<file path="src/rtl/rv_instr_encoder_if.sv">
// Valid/ready bus between a micro-op producer, the RV32I encoder and the
// instruction-memory loader that drains the encoder's output FIFO.
interface rv_instr_encoder_if #(
  parameter int ADDR_W = 12
);
  logic              in_valid;
  logic              in_ready;
  logic [4:0]        in_op;
  logic [4:0]        in_rd;
  logic [4:0]        in_rs1;
  logic [4:0]        in_rs2;
  logic [31:0]       in_imm;
  logic              out_valid;
  logic              out_ready;
  logic [31:0]       out_instr;
  logic [ADDR_W-1:0] out_addr;

  modport master (
    output in_valid, in_op, in_rd, in_rs1, in_rs2, in_imm, out_ready,
    input  in_ready, out_valid, out_instr, out_addr
  );

  modport slave (
    input  in_valid, in_op, in_rd, in_rs1, in_rs2, in_imm, out_ready,
    output in_ready, out_valid, out_instr, out_addr
  );
endinterface

</file>
<file path="src/rtl/rv_instr_encoder.sv">
// Micro-op to RV32I instruction encoder feeding an address-tagged output FIFO.
// Define RV_ENC_IMM_CHECK_EN to reject out-of-range immediates (err_range).
module rv_instr_encoder #(
  parameter int          DEPTH     = 2,
  parameter int          ADDR_W    = 12,
  parameter int unsigned BASE_ADDR = 0
) (
  input  logic                      clk,
  input  logic                      rst_n,
  input  logic                      restart,
  input  logic                      clr_err,
  output logic                      err_illegal,
  output logic                      err_range,
  rv_instr_encoder_if.slave         bus
);
  localparam int PTR_W = (DEPTH > 1) ? $clog2(DEPTH) : 1;
  localparam int CNT_W = $clog2(DEPTH + 1);
  localparam logic [ADDR_W-1:0] BASE = ADDR_W'(BASE_ADDR);

  localparam logic [4:0] OP_ADD  = 5'd0,  OP_SUB  = 5'd1,  OP_XOR  = 5'd2,  OP_OR   = 5'd3;
  localparam logic [4:0] OP_AND  = 5'd4,  OP_ADDI = 5'd5,  OP_XORI = 5'd6,  OP_ORI  = 5'd7;
  localparam logic [4:0] OP_ANDI = 5'd8,  OP_SLLI = 5'd9,  OP_LB   = 5'd10, OP_LH   = 5'd11;
  localparam logic [4:0] OP_LW   = 5'd12, OP_LBU  = 5'd13, OP_LHU  = 5'd14, OP_SB   = 5'd15;
  localparam logic [4:0] OP_SH   = 5'd16, OP_SW   = 5'd17, OP_BEQ  = 5'd18, OP_BNE  = 5'd19;
  localparam logic [4:0] OP_BLT  = 5'd20, OP_BGE  = 5'd21, OP_BLTU = 5'd22, OP_BGEU = 5'd23;
  localparam logic [4:0] OP_LUI  = 5'd24, OP_AUIPC = 5'd25, OP_JAL = 5'd26, OP_JALR  = 5'd27;

  function automatic logic [31:0] encode(input logic [4:0] op, input logic [4:0] rd,
                                         input logic [4:0] rs1, input logic [4:0] rs2,
                                         input logic [31:0] imm);
    logic [31:0] w;
    w = '0;
    case (op)
      OP_ADD:   w = {7'b0000000, rs2, rs1, 3'b000, rd, 7'b0110011};
      OP_SUB:   w = {7'b0100000, rs2, rs1, 3'b000, rd, 7'b0110011};
      OP_XOR:   w = {7'b0000000, rs2, rs1, 3'b100, rd, 7'b0110011};
      OP_OR:    w = {7'b0000000, rs2, rs1, 3'b110, rd, 7'b0110011};
      OP_AND:   w = {7'b0000000, rs2, rs1, 3'b111, rd, 7'b0110011};
      OP_ADDI:  w = {imm[11:0], rs1, 3'b000, rd, 7'b0010011};
      OP_XORI:  w = {imm[11:0], rs1, 3'b100, rd, 7'b0010011};
      OP_ORI:   w = {imm[11:0], rs1, 3'b110, rd, 7'b0010011};
      OP_ANDI:  w = {imm[11:0], rs1, 3'b111, rd, 7'b0010011};
      OP_SLLI:  w = {7'b0000000, imm[4:0], rs1, 3'b001, rd, 7'b0010011};
      OP_LB:    w = {imm[11:0], rs1, 3'b000, rd, 7'b0000011};
      OP_LH:    w = {imm[11:0], rs1, 3'b001, rd, 7'b0000011};
      OP_LW:    w = {imm[11:0], rs1, 3'b010, rd, 7'b0000011};
      OP_LBU:   w = {imm[11:0], rs1, 3'b100, rd, 7'b0000011};
      OP_LHU:   w = {imm[11:0], rs1, 3'b101, rd, 7'b0000011};
      OP_SB:    w = {imm[11:5], rs2, rs1, 3'b000, imm[4:0], 7'b0100011};
      OP_SH:    w = {imm[11:5], rs2, rs1, 3'b001, imm[4:0], 7'b0100011};
      OP_SW:    w = {imm[11:5], rs2, rs1, 3'b010, imm[4:0], 7'b0100011};
      OP_BEQ:   w = {imm[12], imm[10:5], rs2, rs1, 3'b000, imm[4:1], imm[11], 7'b1100011};
      OP_BNE:   w = {imm[12], imm[10:5], rs2, rs1, 3'b001, imm[4:1], imm[11], 7'b1100011};
      OP_BLT:   w = {imm[12], imm[10:5], rs2, rs1, 3'b100, imm[4:1], imm[11], 7'b1100011};
      OP_BGE:   w = {imm[12], imm[10:5], rs2, rs1, 3'b101, imm[4:1], imm[11], 7'b1100011};
      OP_BLTU:  w = {imm[12], imm[10:5], rs2, rs1, 3'b110, imm[4:1], imm[11], 7'b1100011};
      OP_BGEU:  w = {imm[12], imm[10:5], rs2, rs1, 3'b111, imm[4:1], imm[11], 7'b1100011};
      OP_LUI:   w = {imm[31:12], rd, 7'b0110111};
      OP_AUIPC: w = {imm[31:12], rd, 7'b0010111};
      OP_JAL:   w = {imm[20], imm[10:1], imm[11], imm[19:12], rd, 7'b1101111};
      OP_JALR:  w = {imm[11:0], rs1, 3'b000, rd, 7'b1100111};
      default:  w = '0;
    endcase
    return w;
  endfunction

  function automatic logic [PTR_W-1:0] ptr_inc(input logic [PTR_W-1:0] p);
    return (p == PTR_W'(DEPTH - 1)) ? '0 : p + PTR_W'(1);
  endfunction

  logic [CNT_W-1:0]  count;
  logic [PTR_W-1:0]  wr_ptr, rd_ptr;
  logic [ADDR_W-1:0] addr;
  logic [31:0]       instr_mem [DEPTH];
  logic [ADDR_W-1:0] addr_mem  [DEPTH];
  logic [31:0]       enc_p0;
  logic              accept, illegal, range_bad, push, pop;

  // Stage p0: combinational encode and accept decision
  assign enc_p0       = encode(bus.in_op, bus.in_rd, bus.in_rs1, bus.in_rs2, bus.in_imm);
  assign bus.in_ready = (count != CNT_W'(DEPTH)) && !restart;
  assign accept       = bus.in_valid && bus.in_ready;
  assign illegal      = (bus.in_op >= 5'd28);
  assign push         = accept && !illegal && !range_bad;
  assign pop          = bus.out_valid && bus.out_ready && !restart;

`ifdef RV_ENC_IMM_CHECK_EN
  function automatic logic imm_ok(input logic [4:0] op, input logic signed [31:0] imm);
    case (op)
      OP_ADDI, OP_XORI, OP_ORI, OP_ANDI, OP_LB, OP_LH, OP_LW, OP_LBU, OP_LHU,
      OP_SB, OP_SH, OP_SW, OP_JALR:
        return (imm >= -32'sd2048) && (imm <= 32'sd2047);
      OP_SLLI:
        return (imm >= 32'sd0) && (imm <= 32'sd31);
      OP_BEQ, OP_BNE, OP_BLT, OP_BGE, OP_BLTU, OP_BGEU:
        return (imm >= -32'sd4096) && (imm <= 32'sd4094) && !imm[0];
      OP_JAL:
        return (imm >= -32'sd1048576) && (imm <= 32'sd1048574) && !imm[0];
      OP_LUI, OP_AUIPC:
        return (imm[11:0] == 12'h000);
      default:
        return 1'b1;
    endcase
  endfunction

  assign range_bad = !illegal && !imm_ok(bus.in_op, $signed(bus.in_imm));

  always_ff @(posedge clk or negedge rst_n) begin
    if (!rst_n) err_range <= 1'b0;
    else        err_range <= (accept && range_bad) || (err_range && !clr_err);
  end
`else
  assign range_bad = 1'b0;
  assign err_range = 1'b0;
`endif

  // Stage p1: FIFO state, address tagging and sticky error flags
  always_ff @(posedge clk or negedge rst_n) begin
    if (!rst_n) begin
      count       <= '0;
      wr_ptr      <= '0;
      rd_ptr      <= '0;
      addr        <= BASE;
      err_illegal <= 1'b0;
    end else begin
      if (restart) begin
        count  <= '0;
        wr_ptr <= '0;
        rd_ptr <= '0;
        addr   <= BASE;
      end else begin
        if (push) begin
          wr_ptr <= ptr_inc(wr_ptr);
          addr   <= addr + ADDR_W'(4);
        end
        if (pop) rd_ptr <= ptr_inc(rd_ptr);
        if (push && !pop)      count <= count + CNT_W'(1);
        else if (!push && pop) count <= count - CNT_W'(1);
      end
      err_illegal <= (accept && illegal) || (err_illegal && !clr_err);
    end
  end

  // Entry storage carries no reset; the head is masked while the FIFO is empty.
  always_ff @(posedge clk) begin
    if (push) begin
      instr_mem[wr_ptr] <= enc_p0;
      addr_mem[wr_ptr]  <= addr;
    end
  end

  assign bus.out_valid = (count != '0);
  assign bus.out_instr = bus.out_valid ? instr_mem[rd_ptr] : '0;
  assign bus.out_addr  = bus.out_valid ? addr_mem[rd_ptr] : addr;
endmodule

</file>
<file path="src/flat_wrapper.sv">
// flat-port wrapper written by rule: the top's interface ports become plain ports
module rv_instr_encoder_flat 
#(
  parameter int          DEPTH     = 2,
  parameter int          ADDR_W    = 12,
  parameter int unsigned BASE_ADDR = 0
)
  (clk, rst_n, restart, clr_err, err_illegal, err_range, bus_in_valid, bus_in_op, bus_in_rd, bus_in_rs1, bus_in_rs2, bus_in_imm, bus_out_ready, bus_in_ready, bus_out_valid, bus_out_instr, bus_out_addr);
  rv_instr_encoder_if #(.ADDR_W(ADDR_W)) bus_i ();
  input  logic clk;
  input  logic rst_n;
  input  logic restart;
  input  logic clr_err;
  output logic err_illegal;
  output logic err_range;
  input wire logic [$bits(bus_i.in_valid)-1:0] bus_in_valid;
  input wire logic [$bits(bus_i.in_op)-1:0] bus_in_op;
  input wire logic [$bits(bus_i.in_rd)-1:0] bus_in_rd;
  input wire logic [$bits(bus_i.in_rs1)-1:0] bus_in_rs1;
  input wire logic [$bits(bus_i.in_rs2)-1:0] bus_in_rs2;
  input wire logic [$bits(bus_i.in_imm)-1:0] bus_in_imm;
  input wire logic [$bits(bus_i.out_ready)-1:0] bus_out_ready;
  output wire logic [$bits(bus_i.in_ready)-1:0] bus_in_ready;
  output wire logic [$bits(bus_i.out_valid)-1:0] bus_out_valid;
  output wire logic [$bits(bus_i.out_instr)-1:0] bus_out_instr;
  output wire logic [$bits(bus_i.out_addr)-1:0] bus_out_addr;
  assign bus_i.in_valid = bus_in_valid;
  assign bus_i.in_op = bus_in_op;
  assign bus_i.in_rd = bus_in_rd;
  assign bus_i.in_rs1 = bus_in_rs1;
  assign bus_i.in_rs2 = bus_in_rs2;
  assign bus_i.in_imm = bus_in_imm;
  assign bus_i.out_ready = bus_out_ready;
  assign bus_in_ready = bus_i.in_ready;
  assign bus_out_valid = bus_i.out_valid;
  assign bus_out_instr = bus_i.out_instr;
  assign bus_out_addr = bus_i.out_addr;
  rv_instr_encoder #(.DEPTH(DEPTH), .ADDR_W(ADDR_W), .BASE_ADDR(BASE_ADDR)) u_core (.clk(clk), .rst_n(rst_n), .restart(restart), .clr_err(clr_err), .err_illegal(err_illegal), .err_range(err_range), .bus(bus_i));
endmodule
</file>
<file path="config.mk">
export PLATFORM = sky130hd
export DESIGN_NAME = rv_instr_encoder_flat
export DESIGN_NICKNAME = d
export VERILOG_FILES = /design/src/rtl/rv_instr_encoder_if.sv /design/src/rtl/rv_instr_encoder.sv /design/src/flat_wrapper.sv
export SDC_FILE = /design/constraint.sdc
export NUM_CORES = 1
export LEC_CHECK = 0
export CAP_MARGIN = 5
export CORE_MARGIN = 10
export CORE_UTILIZATION = 57
export CTS_BUF_LIST = sky130_fd_sc_hd__clkbuf_2
export DETAILED_ROUTE_END_ITERATION = 10
export PLACE_DENSITY_LB_ADDON = 0.2
export SLEW_MARGIN = 30
export SYNTH_ARGS = -nofsm -noshare
export SYNTH_HDL_FRONTEND = slang
export SYNTH_SLANG_ARGS = --single-unit
</file>
<file path="constraint.sdc">
create_clock -name clk -period 5.65 [get_ports clk]
set_input_delay 1.4125 -clock clk [delete_from_list [all_inputs] [get_ports clk]]
set_output_delay 1.4125 -clock clk [all_outputs]
set_load 0.02 [all_outputs]
</file>
==> impl_metrics.py <==
metrics = {
    "finish": {
        "drive_gt1_share_pct": 7.03,
        "fin_nets": 566,
        "multi_input_area_um2": 1880,
        "nFillCells": 576,
        "area_growth_pct": 25.0,
        "final_cell_area_um2": 6120,
        "final-seq-area_um2": 2840,
        "stdcell_count": 617,
        "diodes": 0,
    },
    "drt": {
        "avgViaCountPerCell": 5.95,
        "vias": 3669,
        "antenna_left": 0,
        "drt_first_pass_iters": 5,
        "drc": 0,
        "drtIter0Drc": 248,
        "routedWlPerCell_um": 19.1,
        "routed_wl_um": 11800,
    },
    "placement": {
        "dpl.cell_count": 601,
        "place_congestion": 0.941,
        "io_buffers": 102,
        "place_hpwl_um": 8520,
        "postPlaceCellArea_um2": 6010,
    },
    "clocking": {
        "clkLatencyLatePin_ns": 0.50,
        "cts_hold_buffers": 0,
        "cts.clk_slew.worst_paths_ns": 0.25,
        "cts_setup_buffers": 0,
        "clkSinkCount": 97,
        "cts_resized": 0,
        "clk_path_buf_depth": 2,
        "numCtsBuffers": 9,
        "root_buffer": "clkbuf_2",
        "htreeDepth": 3,
        "cts_tree": "built",
    },
    "flow_run": {
        "drv_cap": 0,
    },
    "worst_setup_path": {
        "cp_cell_sequence": "buf_4, mux2i_1, nor2_1, clkdlybuf4s50_1",
        "worst_ep_arrival_time_ns": 2.90,
        "worstPathMaxFanout": 31,
        "cpPeakStageDelay_ns": 1.04,
        "cp-start-kind": "flop",
        "critPathSlowestCell": "dfrtp_2",
        "critical_path_class": "reg -> out",
        "required_ns": 4.24,
        "critPathTopFamily": "flip-flops",
        "end_kind": "output port",
        "crit_buf_inv": 2,
    },
    "timing": {
        "relSlewSlack_pct": 37.8,
        "fin_crit_sh_pct": 76.3,
        "tns_ns": 0,
        "fmax_mhz": 232,
        "hold_ws_ns": 0.578,
        "hold_violations": 0,
        "fin_crit_ns": 4.31,
        "slew_viol_final": 0,
        "rsz0062_at_grt": "no",
        "worst_slew_pin_slew_ns": 0.934,
        "setup_viol": 0,
        "clock_skew_ns": 0.0234,
    },
    "pwr": {
        "power_density_nw_per_um2": 230,
        "max-vdd-ir-drop_v": 0.000111,
        "p_leak_nw": 2.11,
    },
    "synthesis": {
        "ys_warn_count": 0,
        "synth-xor-area-share_pct": 1.25,
        "syn_avg_cell_area_um2": 11.8,
        "synth_top_area_share_pct": 50.3,
        "ys.flop_type": "edfxtp_1",
        "yosys-top-cells-area": "edfxtp_1, mux2i_1, dfrtp_1, nor2_1, o21ai_0",
        "syn_area_um2": 4890,
        "postSynthCellCount": 415,
        "synth_top_family_by_area": "compound AO/OA/AOI/OAI gates",
        "synth_top_area_cell": "edfxtp_1",
        "yosysUniqueCellTypes": 57,
        "synth_most_common_cell": "edfxtp_1",
        "synth_compound_area_share_pct": 14.0,
        "synthSimpleGateAreaFrac_pct": 12.3,
        "yosysSeqAreaShare_pct": 58.0,
        "yosys-mux-area-fraction_pct": 10.0,
        "synth_fa_ha_area_share_pct": 0.256,
        "synth_seq_cells": 97,
        "synth-async-reset-ratio_pct": 15.5,
        "synth.top_cells.by_count": "edfxtp_1, nor2_1, mux2i_1, nand2_1, o21ai_0",
        "synth_edf_count": 82,
    },
    "floorplan": {
        "fp-row-count": 33,
        "core_um2": 8300,
        "start_util_pct": 58.9,
        "dieArea_um2": 12700,
        "pin_count": 106,
        "die_w_um": 113,
        "die_h_um": 113,
    },
    "worst_hold_path": {
        "hold_path.class": "reg -> reg",
    },
    "global_route": {
        "grt_pass1_wl_um": 19000,
        "grt_usage_pct": 18.2,
        "grt_remaining_overflow": 0,
        "grt_max_degree": 42,
        "grt_pass1_vias": 3770,
        "antenna_found_initial": 0,
    },
    "run_status": {
        "status": "finished clean",
    },
}
registers in the layout, indices dropped and copies added (netlist names):
signal,cells
u_core.count,2
u_core.addr_mem,20
u_core.err_illegal,1
u_core.rd_ptr,1
u_core.wr_ptr,1
u_core.instr_mem,62
u_core.addr,10
metal layers:
| metal | global-route usage (%) | wire length [um] |
|---|---|---|
| met5 | 0 | 0 |
| met1 | 21.9 | 4740 |
| met3 | 4.47 | 924 |
| met4 | 5.16 | 91 |
| met2 | 31.6 | 6030 |
cells by family after synthesis:
kind of cell,Yosys count
XOR/XNOR,7
AND/OR/NAND/NOR,124
adder cells (fa/ha/maj),1
multiplexers,49
buffers and inverters,40
flip-flops,97
AO/OA/AOI/OAI,96
other,1
worst register-to-register path, stage by stage (launching register included):
cell and delay, ns:
dfrtp_1 0.52, nand2b_2 0.24, nand3_2 0.34, nor2_4 0.38, buf_4 0.46
where the power goes:
group / internal, W / switching [W]
registers: 0.000810 / 0.0000158
logic: 0.000126 / 0.000142
clock network: 0.000106 / 0.000208
stage by stage:
step | power (W) | util [%] | worst slack [ns]
6_report | 0.00141 | 73.7 | 1.34
5_1_grt | 0.00147 | 73.7 | 1.18
4_1_cts | 0.00141 | 73.7 | 1.31
3_5_place_dp | 0.00111 | 72.4 | 1.39
3_3_place_gp | 0.00109 | 71.7 | 1.50
2_1_floorplan | 0.000985 | - | 1.45
layout make-up:
cell class	count	share of cell area (%)
sequential	97	46.4
inverter	9	0.552
multi-input combinational	280	30.8
clock buffer	11	0.900
timing repair buffer	110	18.3
clock inverter	5	0.880
tap	105	2.15
placed cells by master, fill, tap and decap left out, types with 7 or more instances in the layout:
cell type        instances
a21oi_1                 11
a221o_1                 10
a22o_1                   7
clkbuf_2                11
clkdlybuf4s50_1        102
dfrtp_1                 14
edfxtp_1                82
inv_1                    8
mux2i_1                 49
nand2_1                 26
nor2_1                  53
o21ai_0                 25
worst paths after layout:
check                                   startpoint                      to  slack [ns]  cells after the start
worst max-delay path                 u_core.rd_ptr        bus_out_instr[2]        1.34                      4
worst min-delay path            u_core.err_illegal      u_core.err_illegal        0.58                      2
worst max register to register     u_core.count[0]  u_core.instr_mem[1][3]        3.37                      4
worst min register to register  u_core.err_illegal      u_core.err_illegal        0.58                      2
max in group asynchronous                    rst_n           u_core.rd_ptr        3.91                      1
min in group asynchronous                    rst_n          u_core.addr[9]        1.27                      1
No activity file was read; power rests on OpenSTA's default activity.
